==> src/rtl/mem_arbiter_if.sv <==
// Bus bundle between the memory arbiter, its two requesters and the memory.
// slave: arbiter view (requests in, responses/memory strobes out); master: environment view.
interface mem_arbiter_if #(
    parameter int ADDR_W = 16,
    parameter int DATA_W = 16
);
    logic              if_req;
    logic [ADDR_W-1:0] if_addr;
    logic [DATA_W-1:0] if_data;
    logic              if_done;
    logic              if_stall;
    logic              dm_req;
    logic              dm_wr;
    logic [ADDR_W-1:0] dm_addr;
    logic [DATA_W-1:0] dm_wdata;
    logic [DATA_W-1:0] dm_rdata;
    logic              dm_done;
    logic              dm_stall;
    logic              halt_req;
    logic              dump;
    logic              halted;
    logic              mem_en;
    logic              mem_wr;
    logic [ADDR_W-1:0] mem_addr;
    logic [DATA_W-1:0] mem_wdata;
    logic [DATA_W-1:0] mem_rdata;
    logic              mem_done;
    logic              err;

    modport slave (
        input  if_req, if_addr, dm_req, dm_wr, dm_addr, dm_wdata,
        input  halt_req, mem_rdata, mem_done,
        output if_data, if_done, if_stall, dm_rdata, dm_done, dm_stall,
        output dump, halted, mem_en, mem_wr, mem_addr, mem_wdata, err
    );

    modport master (
        output if_req, if_addr, dm_req, dm_wr, dm_addr, dm_wdata,
        output halt_req, mem_rdata, mem_done,
        input  if_data, if_done, if_stall, dm_rdata, dm_done, dm_stall,
        input  dump, halted, mem_en, mem_wr, mem_addr, mem_wdata, err
    );
endinterface

==> src/rtl/mem_arbiter.sv <==
// Shares one single-ported memory between fetch and the data stage, one transaction at a time,
// and sequences halt -> dump -> halted. Ports: clk, rst (sync, active-high), bus (slave side).
module mem_arbiter #(
    parameter int ADDR_W     = 16,
    parameter int DATA_W     = 16,
    parameter int MAX_WAIT   = 15,
    parameter int STARVE_LIM = 2
) (
    input logic        clk,
    input logic        rst,
    mem_arbiter_if.slave bus
);
    localparam int CNT_W = $clog2(MAX_WAIT + 1);
    localparam int STV_W = $clog2(STARVE_LIM + 1);

    typedef enum logic [2:0] {
        IDLE, ISSUE, WAIT, RESP, DUMP, HALTED
    } state_t;

    state_t            state_q, state_d;
    logic              own_dm_q;
    logic              wr_q;
    logic [ADDR_W-1:0] addr_q;
    logic [DATA_W-1:0] wdata_q;
    logic [DATA_W-1:0] if_data_q;
    logic [DATA_W-1:0] dm_rdata_q;
    logic [CNT_W-1:0]  wait_q;
    logic [STV_W-1:0]  starve_q;
    logic              err_q;

    logic              grant_if, grant_dm;
    logic              fetch_over;
    logic              timeout;
    logic              finish;
    logic [DATA_W-1:0] resp_data;

    // Fetch overrides data once data has won STARVE_LIM times in a row, unless a halt is pending.
    assign fetch_over = (starve_q == STV_W'(STARVE_LIM)) && bus.if_req && !bus.halt_req;
    // Counter reads k-1 in the k-th WAIT cycle, so MAX_WAIT full WAIT cycles pass before giving up.
    assign timeout    = !bus.mem_done && (wait_q == CNT_W'(MAX_WAIT - 1));
    assign finish     = (state_q == WAIT) && (bus.mem_done || timeout);
    assign resp_data  = bus.mem_done ? bus.mem_rdata : '0;

    always_ff @(posedge clk) begin
        if (rst) state_q <= IDLE;
        else     state_q <= state_d;
    end

    always_comb begin
        state_d       = state_q;
        grant_if      = 1'b0;
        grant_dm      = 1'b0;
        bus.mem_en    = 1'b0;
        bus.mem_wr    = 1'b0;
        bus.if_done   = 1'b0;
        bus.dm_done   = 1'b0;
        bus.dump      = 1'b0;
        bus.halted    = 1'b0;
        unique case (state_q)
            IDLE: begin
                if (fetch_over) begin
                    grant_if = 1'b1;
                    state_d  = ISSUE;
                end else if (bus.dm_req) begin
                    grant_dm = 1'b1;
                    state_d  = ISSUE;
                end else if (bus.halt_req) begin
                    state_d  = DUMP;
                end else if (bus.if_req) begin
                    grant_if = 1'b1;
                    state_d  = ISSUE;
                end
            end
            ISSUE: begin
                bus.mem_en = 1'b1;
                bus.mem_wr = wr_q;
                state_d    = WAIT;
            end
            WAIT: begin
                if (finish) state_d = RESP;
            end
            RESP: begin
                bus.if_done = !own_dm_q;
                bus.dm_done = own_dm_q;
                state_d     = IDLE;
            end
            DUMP: begin
                bus.dump = 1'b1;
                state_d  = HALTED;
            end
            HALTED: begin
                bus.halted = 1'b1;
            end
            default: state_d = IDLE;
        endcase
    end

    always_ff @(posedge clk) begin
        if (rst) begin
            own_dm_q   <= 1'b0;
            wr_q       <= 1'b0;
            addr_q     <= '0;
            wdata_q    <= '0;
            if_data_q  <= '0;
            dm_rdata_q <= '0;
            wait_q     <= '0;
            starve_q   <= '0;
            err_q      <= 1'b0;
        end else begin
            if (grant_if || grant_dm) begin
                own_dm_q <= grant_dm;
                wr_q     <= grant_dm && bus.dm_wr;
                addr_q   <= grant_dm ? bus.dm_addr : bus.if_addr;
                wdata_q  <= grant_dm ? bus.dm_wdata : '0;
            end
            if (state_q == ISSUE)     wait_q <= '0;
            else if (state_q == WAIT) wait_q <= wait_q + CNT_W'(1);
            if (finish) begin
                if (!own_dm_q)  if_data_q  <= resp_data;
                else if (!wr_q) dm_rdata_q <= resp_data;
                if (!bus.mem_done) err_q <= 1'b1;
            end
            if (!bus.if_req || grant_if)
                starve_q <= '0;
            else if (grant_dm && starve_q != STV_W'(STARVE_LIM))
                starve_q <= starve_q + STV_W'(1);
        end
    end

    assign bus.mem_addr  = addr_q;
    assign bus.mem_wdata = wdata_q;
    assign bus.if_data   = if_data_q;
    assign bus.dm_rdata  = dm_rdata_q;
    assign bus.err       = err_q;
    assign bus.if_stall  = bus.if_req & ~bus.if_done;
    assign bus.dm_stall  = bus.dm_req & ~bus.dm_done;
endmodule

==> src/flat_wrapper.sv <==
// flat-port wrapper written by rule: the top's interface ports become plain ports
module mem_arbiter_flat 
#(
    parameter int ADDR_W     = 16,
    parameter int DATA_W     = 16,
    parameter int MAX_WAIT   = 15,
    parameter int STARVE_LIM = 2
)
  (clk, rst, bus_if_req, bus_if_addr, bus_dm_req, bus_dm_wr, bus_dm_addr, bus_dm_wdata, bus_halt_req, bus_mem_rdata, bus_mem_done, bus_if_data, bus_if_done, bus_if_stall, bus_dm_rdata, bus_dm_done, bus_dm_stall, bus_dump, bus_halted, bus_mem_en, bus_mem_wr, bus_mem_addr, bus_mem_wdata, bus_err);
  mem_arbiter_if #(.ADDR_W(ADDR_W), .DATA_W(DATA_W)) bus_i ();
  input logic clk;
  input logic rst;
  input wire logic [$bits(bus_i.if_req)-1:0] bus_if_req;
  input wire logic [$bits(bus_i.if_addr)-1:0] bus_if_addr;
  input wire logic [$bits(bus_i.dm_req)-1:0] bus_dm_req;
  input wire logic [$bits(bus_i.dm_wr)-1:0] bus_dm_wr;
  input wire logic [$bits(bus_i.dm_addr)-1:0] bus_dm_addr;
  input wire logic [$bits(bus_i.dm_wdata)-1:0] bus_dm_wdata;
  input wire logic [$bits(bus_i.halt_req)-1:0] bus_halt_req;
  input wire logic [$bits(bus_i.mem_rdata)-1:0] bus_mem_rdata;
  input wire logic [$bits(bus_i.mem_done)-1:0] bus_mem_done;
  output wire logic [$bits(bus_i.if_data)-1:0] bus_if_data;
  output wire logic [$bits(bus_i.if_done)-1:0] bus_if_done;
  output wire logic [$bits(bus_i.if_stall)-1:0] bus_if_stall;
  output wire logic [$bits(bus_i.dm_rdata)-1:0] bus_dm_rdata;
  output wire logic [$bits(bus_i.dm_done)-1:0] bus_dm_done;
  output wire logic [$bits(bus_i.dm_stall)-1:0] bus_dm_stall;
  output wire logic [$bits(bus_i.dump)-1:0] bus_dump;
  output wire logic [$bits(bus_i.halted)-1:0] bus_halted;
  output wire logic [$bits(bus_i.mem_en)-1:0] bus_mem_en;
  output wire logic [$bits(bus_i.mem_wr)-1:0] bus_mem_wr;
  output wire logic [$bits(bus_i.mem_addr)-1:0] bus_mem_addr;
  output wire logic [$bits(bus_i.mem_wdata)-1:0] bus_mem_wdata;
  output wire logic [$bits(bus_i.err)-1:0] bus_err;
  assign bus_i.if_req = bus_if_req;
  assign bus_i.if_addr = bus_if_addr;
  assign bus_i.dm_req = bus_dm_req;
  assign bus_i.dm_wr = bus_dm_wr;
  assign bus_i.dm_addr = bus_dm_addr;
  assign bus_i.dm_wdata = bus_dm_wdata;
  assign bus_i.halt_req = bus_halt_req;
  assign bus_i.mem_rdata = bus_mem_rdata;
  assign bus_i.mem_done = bus_mem_done;
  assign bus_if_data = bus_i.if_data;
  assign bus_if_done = bus_i.if_done;
  assign bus_if_stall = bus_i.if_stall;
  assign bus_dm_rdata = bus_i.dm_rdata;
  assign bus_dm_done = bus_i.dm_done;
  assign bus_dm_stall = bus_i.dm_stall;
  assign bus_dump = bus_i.dump;
  assign bus_halted = bus_i.halted;
  assign bus_mem_en = bus_i.mem_en;
  assign bus_mem_wr = bus_i.mem_wr;
  assign bus_mem_addr = bus_i.mem_addr;
  assign bus_mem_wdata = bus_i.mem_wdata;
  assign bus_err = bus_i.err;
  mem_arbiter #(.ADDR_W(ADDR_W), .DATA_W(DATA_W), .MAX_WAIT(MAX_WAIT), .STARVE_LIM(STARVE_LIM)) u_core (.clk(clk), .rst(rst), .bus(bus_i));
endmodule
==> config.mk <==
export PLATFORM = sky130hd
export DESIGN_NAME = mem_arbiter_flat
export DESIGN_NICKNAME = d
export VERILOG_FILES = /design/src/rtl/mem_arbiter_if.sv /design/src/rtl/mem_arbiter.sv /design/src/flat_wrapper.sv
export SDC_FILE = /design/constraint.sdc
export NUM_CORES = 1
export LEC_CHECK = 0
export BUFFER_PORTS_ARGS = -buffer_cell sky130_fd_sc_hd__buf_2
export CAP_MARGIN = 25
export CORE_UTILIZATION = 50
export CTS_CLUSTER_SIZE = 20
export DETAILED_ROUTE_END_ITERATION = 12
export PLACE_DENSITY_LB_ADDON = 0.25
export SETUP_SLACK_MARGIN = 0.05
export SLEW_MARGIN = 20
export SYNTH_ARGS = -nofsm -noshare
export SYNTH_HDL_FRONTEND = slang
export SYNTH_SLANG_ARGS = --single-unit
==> constraint.sdc <==
create_clock -name clk -period 3.45 [get_ports clk]
set_input_delay 0.345 -clock clk [delete_from_list [all_inputs] [get_ports clk]]
set_output_delay 0.345 -clock clk [all_outputs]
set_load 0.01 [all_outputs]
Word-level counts from Yosys, hierarchy flattened. Cells that the tools add are included.

Register bits: 76. Input bits: 71. Output and inout bits: 73. Logic and storage cells: 73.

$add $sub $neg: 2. Eq/ne operators: 10. Mux-type cells: 23. Bitwise gates (word level): 8. Reductions and logical operators: 20.

Operators with widths (number): $mux W16 (3); $mux W3 (5); $pmux W3 S5 (1); $mux W1 (14); $eq A3 B2 Y1 const B (2); $eq A3 B3 Y1 const B (2); $logic_and A1 B1 Y1 (6); $not A1 Y1 (6); $reduce_and A3 Y1 (2); $ne A5 B4 Y1 const B (1); $add A4 B1 Y4 const B (1); $eq A4 B4 Y1 const B (1); $logic_not A1 Y1 (4); $reduce_and A2 Y1 (2); $reduce_or A2 Y1 (2); $eq A3 B1 Y1 const B (1); $logic_not A3 Y1 (1); $logic_or A1 B1 Y1 (3); $add A2 B1 Y2 const B (1); $and A1 B1 Y1 (2); $eq A2 B2 Y1 const B (1); $ne A2 B1 Y1 const B (1); $ne A2 B2 Y1 const B (1).

Depth between registers and ports, before layout.
Word-level depth: 7. Depth in mapped cells: 8. Gate-level depth less buffers: 6.

Worst setup path before layout. No wires, ideal clock.

Path type: register to register. From: reg u_core.state_q[1]. To: reg u_core.dm_rdata_q[5] (netlist: u_core.bus.dm_rdata[5]). Library setup time: 0.072 ns. Data arrival time: 1.517 ns. Required time: 3.378 ns. Path slack: 1.861 ns. Stages on the path, launching flop included: 8. Buffers on the path: 3. Clock period less this slack: 1.589 ns. Cell sequence: dfxtp_1 -> buf_4 -> nor3b_4 -> o21ai_2 -> nor3b_1 -> buf_4 -> buf_6 -> mux2i_1.

Cells in the longest elaborated chain, start to end: 3.

Ends and longest elaborated chain: from (decl) (line mem_arbiter.sv:20) `state_t state_q, state_d;`; from (signal assigned) (line mem_arbiter.sv:46) `else state_q <= state_d;`; $eq A3 B2 Y1 (line mem_arbiter.sv:41) `assign finish = (state_q == WAIT) && (bus.mem_done || timeout);`; $logic_and A1 B1 Y1 (line mem_arbiter.sv:41); $reduce_and A3 Y1 (no line); to (signal assigned) (line mem_arbiter.sv:120) `else if (!wr_q) dm_rdata_q <= resp_data;`; to (decl) (line mem_arbiter.sv:26) `logic [DATA_W-1:0] dm_rdata_q;`.

Every way passes these cells. A chain may end at the register's enable or synchronous reset.

Final worst setup path.
From: reg u_core.wait_q[0]. To: reg u_core.if_data_q[7] (netlist: u_core.bus.if_data[7]).

Cells in the longest elaborated chain, start to end: 5.

Ends and longest elaborated chain: from (decl) (line mem_arbiter.sv:27) `logic [CNT_W-1:0] wait_q;`; from (signal assigned) (line mem_arbiter.sv:117) `else if (state_q == WAIT) wait_q <= wait_q + CNT_W'(1);`; $eq A4 B4 Y1 (line mem_arbiter.sv:40) `assign timeout = !bus.mem_done && (wait_q == CNT_W'(MAX_WAIT - 1));`; $logic_and A1 B1 Y1 (line mem_arbiter.sv:40); $logic_or A1 B1 Y1 (line mem_arbiter.sv:41); $logic_and A1 B1 Y1 (line mem_arbiter.sv:41); $reduce_and A2 Y1 (no line); to (signal assigned) (line mem_arbiter.sv:119) `if (!own_dm_q) if_data_q <= resp_data;`; to (decl) (line mem_arbiter.sv:25) `logic [DATA_W-1:0] if_data_q;`.

Every way passes these cells.

==> metrics.txt <==
# TYPE chip_impl_metric gauge
chip_impl_metric{name="met3RoutedLength",unit="µm"} 487
chip_impl_metric{name="floorplan.die.width",unit="µm"} 81.11
chip_impl_metric{name="arrival",unit="ns"} 2.33
chip_impl_metric{name="timing.max_cap.violations",unit=""} 0
chip_impl_metric{name="dp.final_hpwl",unit="mm"} 5.012
chip_impl_info{name="cts.root.buffer_cell",value="sky130_fd_sc_hd__clkbuf_8"} 1
chip_impl_metric{name="netlist_area",unit="µm²"} 3129
chip_impl_metric{name="global_route.overflow_total",unit=""} 0
chip_impl_metric{name="final_cell_area",unit="µm²"} 4011
chip_impl_metric{name="postSynth.asyncResetShare",unit=""} 0
chip_impl_metric{name="cts-resized-gates",unit=""} 0
chip_impl_metric{name="p_leak",unit="nW"} 1.951
chip_impl_metric{name="slew-limit-headroom",unit=""} 0.4174
chip_impl_metric{name="worstSkewPairLatency",unit="ns"} 0.33
chip_impl_metric{name="drc_errors",unit=""} 0
chip_impl_metric{name="post_dp_cell_area",unit="µm²"} 3851
chip_impl_metric{name="finalNonFillerCells",unit=""} 555
chip_impl_info{name="final_cell_mix",value="143 x sky130_fd_sc_hd__buf_2, 76 x sky130_fd_sc_hd__dfxtp_1, 45 x sky130_fd_sc_hd__nor2_1"} 1
chip_impl_metric{name="initial_cell_density_of_the_core",unit=""} 0.5223
chip_impl_metric{name="post-route-worst-setup-slack",unit="ns"} 1.376
chip_impl_metric{name="grt_pass1_vias",unit=""} 2659
chip_impl_metric{name="floorplan.rows",unit=""} 28
chip_impl_info{name="endpoint_kind",value="flip-flop"} 1
chip_impl_info{name="hold_path_class",value="input pin to flip-flop"} 1
chip_impl_metric{name="numPlacedInstances",unit=""} 541
chip_impl_metric{name="clock.fmax",unit="GHz"} 0.4821
chip_impl_metric{name="synth-seq-area-share",unit=""} 0.4862
chip_impl_metric{name="postSynthAreaPerCell",unit="µm²"} 9.150
chip_impl_metric{name="worstMarginPinSlew",unit="ns"} 0.8740
chip_impl_metric{name="sinks_on_clock_net",unit=""} 76
chip_impl_info{name="timing.critical_path.cells",value="inv_1 > ha_1 > and3_1 > o21ai_2 > or2_1 > mux2i_1"} 1
chip_impl_metric{name="critical_path.max_fanout",unit=""} 16
chip_impl_metric{name="ff2ff_setup_slack",unit="ns"} 1.38
chip_impl_metric{name="post-cts-setup-buffers",unit=""} 0
chip_impl_info{name="critPathKind",value="flip-flop to flip-flop"} 1
chip_impl_metric{name="initial_antenna_violation_count",unit=""} 0
chip_impl_metric{name="detailedRoute.firstIterationViolations",unit=""} 110
chip_impl_metric{name="cpPeakStageDelay",unit="ns"} 0.71
chip_impl_metric{name="post_synth_num_cell_types",unit=""} 35
chip_impl_metric{name="total_power",unit="mW"} 1.989
chip_impl_metric{name="place_congestion",unit=""} 0.7093
chip_impl_metric{name="hold_depth",unit=""} 3
chip_impl_metric{name="timing.clock.skew",unit="ns"} 0.008169
chip_impl_metric{name="wire_length_of_the_first_global_routing_pass",unit="mm"} 11.20
chip_impl_metric{name="power_per_cell_area",unit="nW/µm²"} 495.9
chip_impl_metric{name="m1WireLength",unit="mm"} 3.137
chip_impl_metric{name="antenna_cells",unit=""} 0
chip_impl_info{name="highest-signal-layer",value="met4"} 1
chip_impl_metric{name="grtUsageTotal",unit=""} 0.2208
chip_impl_metric{name="cts-root-to-sink-buffers",unit=""} 2
chip_impl_metric{name="number_of_standard_cells_after_synthesis",unit=""} 342
chip_impl_metric{name="yosys_warnings",unit=""} 0
chip_impl_metric{name="timing_max_transition_violations_final",unit=""} 0
chip_impl_metric{name="fp.dieArea",unit="µm²"} 6579
chip_impl_metric{name="postRouteAntennaNets",unit=""} 0
chip_impl_metric{name="post_route_setup_tns",unit="ns"} 0
chip_impl_metric{name="cts_made_buffers",unit=""} 9
chip_impl_metric{name="die_outline_height",unit="µm"} 81.11
chip_impl_metric{name="htree_num_levels",unit=""} 3
chip_impl_metric{name="hold_buffers",unit=""} 0
chip_impl_metric{name="fraction_of_layout_instances_using_a_drive_strength_above_1",unit=""} 0.3458
chip_impl_info{name="most_frequent_standard_cell_in_the_layout_excluding_fill_and_tap_cells",value="sky130_fd_sc_hd__buf_2"} 1
chip_impl_info{name="startpoint",value="u_core.wait_q[0]$_SDFFE_PP0N_"} 1
chip_impl_info{name="crit_path_start_kind",value="flip-flop"} 1
chip_impl_metric{name="critPathRequiredTime",unit="ns"} 3.71
chip_impl_metric{name="ys_seq_elements",unit=""} 76
chip_impl_metric{name="timing.final.setup_violations",unit=""} 0
chip_impl_metric{name="totalWireLength",unit="mm"} 7.101
chip_impl_metric{name="nets",unit=""} 551
chip_impl_metric{name="detailroute.wirelength.met2",unit="mm"} 3.352
chip_impl_metric{name="reg2regPathDepth",unit=""} 6
chip_impl_metric{name="period_share",unit=""} 0.6012
chip_impl_info{name="regToRegEndpoint",value="u_core.bus.if_data[7]$_SDFFE_PP0P_"} 1
chip_impl_metric{name="area_growth_syn_to_layout",unit="%"} 28.19
chip_impl_info{name="timing.hold.worst.start",value="bus_if_addr[5]"} 1
chip_impl_metric{name="layout.core_utilization",unit=""} 0.6696
chip_impl_metric{name="timing.final.crit_period",unit="ns"} 2.074
chip_impl_metric{name="grt_max_degree",unit=""} 73
chip_impl_info{name="tritoncts_clock_tree",value="built"} 1
chip_impl_info{name="reg2reg_from",value="u_core.wait_q[0]$_SDFFE_PP0N_"} 1
chip_impl_metric{name="clk_pin_slew_worst_paths",unit="ns"} 0.07
chip_impl_info{name="ys_dominant_reg_cell",value="sky130_fd_sc_hd__dfxtp_1"} 1
chip_impl_info{name="hold-path-endpoint",value="u_core.bus.mem_addr[5]$_SDFFE_PP0P_"} 1
chip_impl_metric{name="hold_viol",unit=""} 0
chip_impl_metric{name="viasPerCell",unit=""} 5.126
chip_impl_metric{name="vdd.ir_drop.worst",unit="V"} 0.0003122
chip_impl_metric{name="detailedPlace.worstSlack",unit="ns"} 1.387
chip_impl_metric{name="detailroute.via_count",unit=""} 2845
chip_impl_info{name="outcome",value="completed"} 1
chip_impl_metric{name="io_pins",unit=""} 144
chip_impl_metric{name="wire_per_inst",unit="µm"} 12.79
chip_impl_info{name="critPathSlowestCell",value="sky130_fd_sc_hd__or2_1"} 1
chip_impl_info{name="grt_setup_unrepaired",value="no"} 1
chip_impl_metric{name="synth_edf_count",unit=""} 0
chip_impl_metric{name="mappedNetlistNets",unit=""} 416
chip_impl_metric{name="io_buffer_count",unit=""} 143
chip_impl_metric{name="core_region_area",unit="µm²"} 5991
chip_impl_metric{name="drt_pre_antenna_iters",unit=""} 4
chip_impl_metric{name="whs",unit="ns"} 0.2464
-- report_power, final --
group / total (mW) / internal (mW) / switching (mW)
clock network: 0.564 / 0.272 / 0.292
registers: 0.999 / 0.950 / 0.0486
logic: 0.426 / 0.186 / 0.240
-- kinds of logic after synthesis --
| kind of cell | synth area share |
|---|---|
| adders and majority gates | 0.01200 |
| xor gates and xnor gates | 0.01120 |
| AOI/OAI and AO/OA | 0.1307 |
| DFF | 0.4862 |
| muxes | 0.1024 |
| and+or+nand+nor | 0.2099 |
| buffers and inverters | 0.04758 |
-- layer usage --
metal	vias to the layer above	global-route usage
met1	1309	0.2469
met3	13	0.06180
met2	99	0.3857
met5	-	0
met4	0	0.1036
li1	1424	-
-- worst max-delay path: cells and delay by family, from the launching register on --
| kind | cells | cell delay (ns) |
|---|---|---|
| compound gates | 1 | 0.17 |
| buf+inv | 1 | 0.06 |
| fa+ha+maj | 1 | 0.19 |
| flops | 1 | 0.39 |
| mux | 1 | 0.26 |
| simple gates | 2 | 0.91 |
-- state kept, by name, summed over array words and instances (netlist names) --
signal	flops
u_core.wr_q	1
u_core.starve_q	2
u_core.bus.if_data	16
u_core.own_dm_q	1
u_core.bus.mem_addr	16
u_core.state_q	3
u_core.bus.mem_wdata	16
u_core.bus.err	1
u_core.bus.dm_rdata	16
u_core.wait_q	4
-- Yosys cell counts, types with 2 or more instances --
| library cell | n | share of area |
|---|---|---|
| sky130_fd_sc_hd__xnor2_1 | 2 | 0.0056 |
| sky130_fd_sc_hd__dfxtp_1 | 76 | 0.49 |
| sky130_fd_sc_hd__buf_4 | 3 | 0.0072 |
| sky130_fd_sc_hd__a21oi_1 | 19 | 0.030 |
| sky130_fd_sc_hd__buf_6 | 3 | 0.011 |
| sky130_fd_sc_hd__a22oi_1 | 17 | 0.041 |
| sky130_fd_sc_hd__nor2_1 | 46 | 0.055 |
| sky130_fd_sc_hd__nor3_1 | 3 | 0.0048 |
| sky130_fd_sc_hd__clkbuf_1 | 11 | 0.013 |
| sky130_fd_sc_hd__a211oi_1 | 17 | 0.041 |
| sky130_fd_sc_hd__and3_1 | 3 | 0.0060 |
| sky130_fd_sc_hd__xor2_1 | 2 | 0.0056 |
| sky130_fd_sc_hd__inv_1 | 6 | 0.0072 |
| sky130_fd_sc_hd__nor2b_1 | 4 | 0.0080 |
| sky130_fd_sc_hd__o21ai_0 | 2 | 0.0032 |
| sky130_fd_sc_hd__nand2b_1 | 34 | 0.068 |
| sky130_fd_sc_hd__buf_2 | 5 | 0.0080 |
| sky130_fd_sc_hd__nand2_1 | 37 | 0.044 |
| sky130_fd_sc_hd__ha_1 | 3 | 0.012 |
| sky130_fd_sc_hd__a31oi_1 | 3 | 0.0060 |
| sky130_fd_sc_hd__mux2i_1 | 32 | 0.10 |
-- worst max-delay path by stage --
stage / to / slack [ns] / cells past startpoint
2_1_floorplan: u_core.bus.dm_rdata[5]$_SDFFE_PP0P_ / 1.86 / 7
3_3_place_gp: u_core.bus.if_data[7]$_SDFFE_PP0P_ / 1.46 / 6
3_5_place_dp: u_core.bus.if_data[11]$_SDFFE_PP0P_ / 1.39 / 6
4_1_cts: u_core.bus.if_data[6]$_SDFFE_PP0P_ / 1.37 / 6
5_1_grt: u_core.bus.if_data[0]$_SDFFE_PP0P_ / 1.25 / 6
6_report: u_core.bus.if_data[7]$_SDFFE_PP0P_ / 1.38 / 6
-- layout make-up --
type	count	area, µm²
clock inverter	2	12.51
inverter	6	22.52
sequential	76	1521
fill	505	1979
timing repair buffer	147	745.7
clock buffer	12	145.1
tap	75	93.84
multi-input combinational	237	1470
(Power assumes the default switching activity.)
